[config.mk]
export PLATFORM = sky130hd
export DESIGN_NAME = down_timer
export DESIGN_NICKNAME = d
export VERILOG_FILES = /design/src/rtl/down_timer.sv
export SDC_FILE = /design/constraint.sdc
export NUM_CORES = 1
export LEC_CHECK = 0
export ABC_AREA = 1
export CORE_AREA = 2 2 58 60
export CTS_CLUSTER_SIZE = 30
export DETAILED_ROUTE_END_ITERATION = 8
export DIE_AREA = 0 0 60 62
export PLACE_DENSITY = 0.74
export SLEW_MARGIN = 0
export SYNTH_ARGS = -nofsm -noshare
export SYNTH_HDL_FRONTEND = slang
export SYNTH_SLANG_ARGS = --single-unit
[constraint.sdc]
create_clock -name clk -period 3.18 [get_ports clk]
set_input_delay 0.636 -clock clk [delete_from_list [all_inputs] [get_ports clk]]
set_output_delay 0.636 -clock clk [all_outputs]
set_load 0.01 [all_outputs]
[src/rtl/down_timer.sv]
// down_timer: programmable one-shot/periodic down counter with pause; DOWN_TIMER_PRESCALE_EN adds a PRESCALE-cycle decrement prescaler.
module down_timer #(
  parameter int WIDTH    = 8,
  parameter int PRESCALE = 4
) (
  input  logic             clk,
  input  logic             res,
  input  logic [WIDTH-1:0] load_val,
  input  logic             auto_reload,
  input  logic             start,
  input  logic             stop,
  input  logic             clear,
  output logic [WIDTH-1:0] count,
  output logic             busy,
  output logic             paused,
  output logic             done
);
  typedef enum logic [1:0] {IDLE = 2'd0, RUN = 2'd1, PAUSE = 2'd2} state_t;
  state_t state, state_n;
  logic [WIDTH-1:0] count_n, reload_reg, reload_n;
  logic mode_reg, mode_n, done_n, tick;
  if (PRESCALE < 1) begin : g_bad_prescale
    $error("PRESCALE must be >= 1");
  end
`ifdef DOWN_TIMER_PRESCALE_EN
  localparam int PW = (PRESCALE > 1) ? $clog2(PRESCALE) : 1;
  localparam logic [PW-1:0] PMAX = PW'(PRESCALE - 1);
  logic [PW-1:0] pre, pre_n;
  assign tick = pre == PMAX;
`else
  assign tick = 1'b1;
`endif
  assign busy   = state != IDLE;
  assign paused = state == PAUSE;
  always_comb begin
    state_n  = state;
    count_n  = count;
    reload_n = reload_reg;
    mode_n   = mode_reg;
    done_n   = 1'b0;
`ifdef DOWN_TIMER_PRESCALE_EN
    pre_n    = pre;
`endif
    if (clear) begin
      state_n = IDLE;
      count_n = '0;
`ifdef DOWN_TIMER_PRESCALE_EN
      pre_n   = '0;
`endif
    end else begin
      case (state)
        IDLE: if (start && load_val != '0) begin
          state_n  = RUN;
          count_n  = load_val;
          reload_n = load_val;
          mode_n   = auto_reload;
`ifdef DOWN_TIMER_PRESCALE_EN
          pre_n    = '0;
`endif
        end
        RUN: if (stop) begin
          state_n = PAUSE;
        end else if (tick) begin
`ifdef DOWN_TIMER_PRESCALE_EN
          pre_n = '0;
`endif
          // terminal count: one-shot returns to IDLE, periodic reloads and keeps running
          if (count > WIDTH'(1)) begin
            count_n = count - WIDTH'(1);
          end else begin
            done_n  = 1'b1;
            count_n = mode_reg ? reload_reg : '0;
            state_n = mode_reg ? RUN : IDLE;
          end
        end else begin
`ifdef DOWN_TIMER_PRESCALE_EN
          pre_n = pre + PW'(1);
`endif
        end
        PAUSE: state_n = (start && !stop) ? RUN : PAUSE;
        default: state_n = IDLE;
      endcase
    end
  end
  always_ff @(posedge clk) begin
    if (res) begin
      state      <= IDLE;
      count      <= '0;
      done       <= 1'b0;
      reload_reg <= '0;
      mode_reg   <= 1'b0;
`ifdef DOWN_TIMER_PRESCALE_EN
      pre        <= '0;
`endif
    end else begin
      state      <= state_n;
      count      <= count_n;
      done       <= done_n;
      reload_reg <= reload_n;
      mode_reg   <= mode_n;
`ifdef DOWN_TIMER_PRESCALE_EN
      pre        <= pre_n;
`endif
    end
  end
endmodule

==> results.toml <==
[detailed_routing]
met1_length_um = 1350
dr.pass1.iters = 4
wl_per_cell_um = 11.0
drtAntennaViolNets = 0
drc = 0
drtIter0Drc = 59
vias_per_cell = 4.72
met2_length_um = 1340
vias = 1233
postRouteWirelength_um = 2870
wl_met3_um = 93
highest_layer = "met4"

[clock_tree]
h-tree-depth = 1
cts_tree = "built"
holdBufCountCts = 0
cts_buffers = 3
clock_path_buffers = 2
root_buffer = "clkbuf_4"
clk_pin_slew_ps = 120
cts.sinks = 20
ctsResizeCount = 0
post_cts_buffers = 0
clock_latency_ps = 310

[worst_setup_path]
path_class = "reg2out"
ff2ff_path_depth = 8
crit_path_end_kind = "output pin"
r2r_end = "count[2]"
crit_path_max_fanout = 3
cpPeakStageDelay_ps = 550
worstPathArrival_ps = 1530
crit_buf_inv = 2
crit_path_top_delay_cell = "clkdlybuf4s50_1"
r2r_slack_ps = 1480
critPathRequiredTime_ps = 2540
startpoint_type = "flip-flop"
critical-path-top-delay-family = "buffers and inverters"
worstPathCellList = "inv_1 > nor2_1 > clkdlybuf4s50_1"
r2r-start = "count[0]"

[global_route]
first_global_vias = 1142
grt_max_degree = 18
grt_pass1_wl_um = 5060
grt_usage = 0.181
grt_antenna_before_repair = 0
overflow = 0

[logic_synthesis]
synth_warnings = 0
synth_mux_area_frac = 0
ys_types = 28
syn-cell-area_um2 = 1290
synthSimpleGateAreaFrac = 0.395
synth_top_area_frac = 0.310
syn_inst = 190
synth_fa_ha_area_frac = 0.0194
synth_top_family_by_area = "simple AND/OR/NAND/NOR gates"
synthTopCellsByArea = "dfxtp_1 31%, nand2_1 11%, a21oi_1 7.4%"
ys_seq_area_frac = 0.310
synth_compound_area_frac = 0.178
ys_ff_latch = 20
yosys.area_share.xor_xnor = 0
syn_avg_cell_area_um2 = 6.79
synth_area_leader_cell = "dfxtp_1"
syn-num-nets = 206

[layout]
fin_cells = 261
fill_cells = 337
nNetsFinal = 232
antenna_cells = 0
area_delta_synth_final_pct = 23.8
drive_above_1_share = 0.140
multi_input_area_um2 = 764
regArea_um2 = 400

[timing]
setup_viol = 0
final-hold-violation-count = 0
fin_ws_ps = 1020
fmax_ghz = 0.462
finClkSkew_ps = 1.58
worstMarginPinSlew_ps = 341
fin_crit_sh = 0.681
rsz0062_at_grt = "no"
slew_headroom = 0.772
timing.setup.tns_ps = 0
slew_violations = 0
fin_crit_ps = 2160

[placed_design]
hpwl_um = 2230
port_buffers = 24
gp_congestion = 0.849
place_inst = 257
dp_slack_ps = 1030

[min_path]
hp-start = "reload_reg[6]"
holdPathStages = 2
holdPathEnd = "reload_reg[6]"
hp-class = "reg2reg"

[floorplan]
die_h_um = 62
initial_utilization = 0.406
core_um2 = 3180
top_level_ports = 25
rows = 21
die_area_um2 = 3720
die_w_um = 60

[power_and_ir_drop]
fin_total_pwr_mw = 0.614
p_leak_nw = 0.683
power_density_nw_per_um2 = 385
ir_drop_v = 0.000172

[run]
drv_cap = 0

[outcome]
outcome = "complete, no violations"
worst min-delay path: cells and delay by family, from the launching register on:
kind / cells / cell delay [ps]
flops: 1 / 340
compound gates: 2 / 170
per-stage QoR:
stage	hold slack, ps	instance area (um^2)	util
detailed placement	521	1560	0.491
floorplan	497	1290	-
global route	562	1600	0.502
CTS	542	1600	0.502
finish	538	1600	0.502
global placement	520	1560	0.491
power by group:
part	switching, mW	total (mW)	internal [mW]
logic	0.103	0.178	0.0752
registers	0.0160	0.281	0.265
clock network	0.0852	0.155	0.0701
layout by cell type (no fill, tap or decap), drive strengths merged:
cell type,instances
dfxtp,20
nand3,14
nand4,2
clkdlybuf4s50,24
clkbuf,4
ha,2
a21oi,21
o21ai,20
or2,1
nor2,29
nand2,45
o21bai,1
nor3,3
nand3b,2
o22ai,1
inv,26
cell families after synthesis:
kind of cell,count (synthesis)
AO/OA/AOI/OAI,43
adder cells (fa/ha/maj),2
buffers and inverters,29
flip-flops,20
AND/OR/NAND/NOR,96
synth_stat cells (all sizes together):
| library cell | number |
|---|---|
| nand3 | 14 |
| or2 | 1 |
| o22ai | 1 |
| ha | 2 |
| inv | 26 |
| dfxtp | 20 |
| o21ai | 20 |
| o21bai | 1 |
| nor3 | 3 |
| buf | 3 |
| nand2 | 45 |
| a21oi | 21 |
| nor2 | 29 |
| nand3b | 2 |
| nand4 | 2 |
layout make-up:
cell class / count / area share
Clock buffer: 4 / 0.0227
Multi-Input combinational cell: 141 / 0.479
Tap cell: 46 / 0.0361
Sequential cell: 20 / 0.251
Inverter: 26 / 0.0611
Timing Repair Buffer: 24 / 0.150
per-layer routing:
metal | GRT usage | vias to the layer above
met5 | 0 | -
met4 | 0.0952 | 0
met3 | 0.0228 | 9
met2 | 0.286 | 32
met1 | 0.243 | 531
li1 | - | 661
worst max-delay path by stage:
stage	start	to	slack, ps	cells after the start
2_1_floorplan	count[0]	count[7]	1620	9
3_3_place_gp	load_val[7]	reload_reg[5]	1070	9
3_5_place_dp	load_val[7]	reload_reg[1]	1030	9
4_1_cts	state[1]	paused	1010	3
5_1_grt	state[1]	paused	920	3
6_report	state[1]	paused	1020	3
Note: power is estimated with default switching activity, not from simulation.
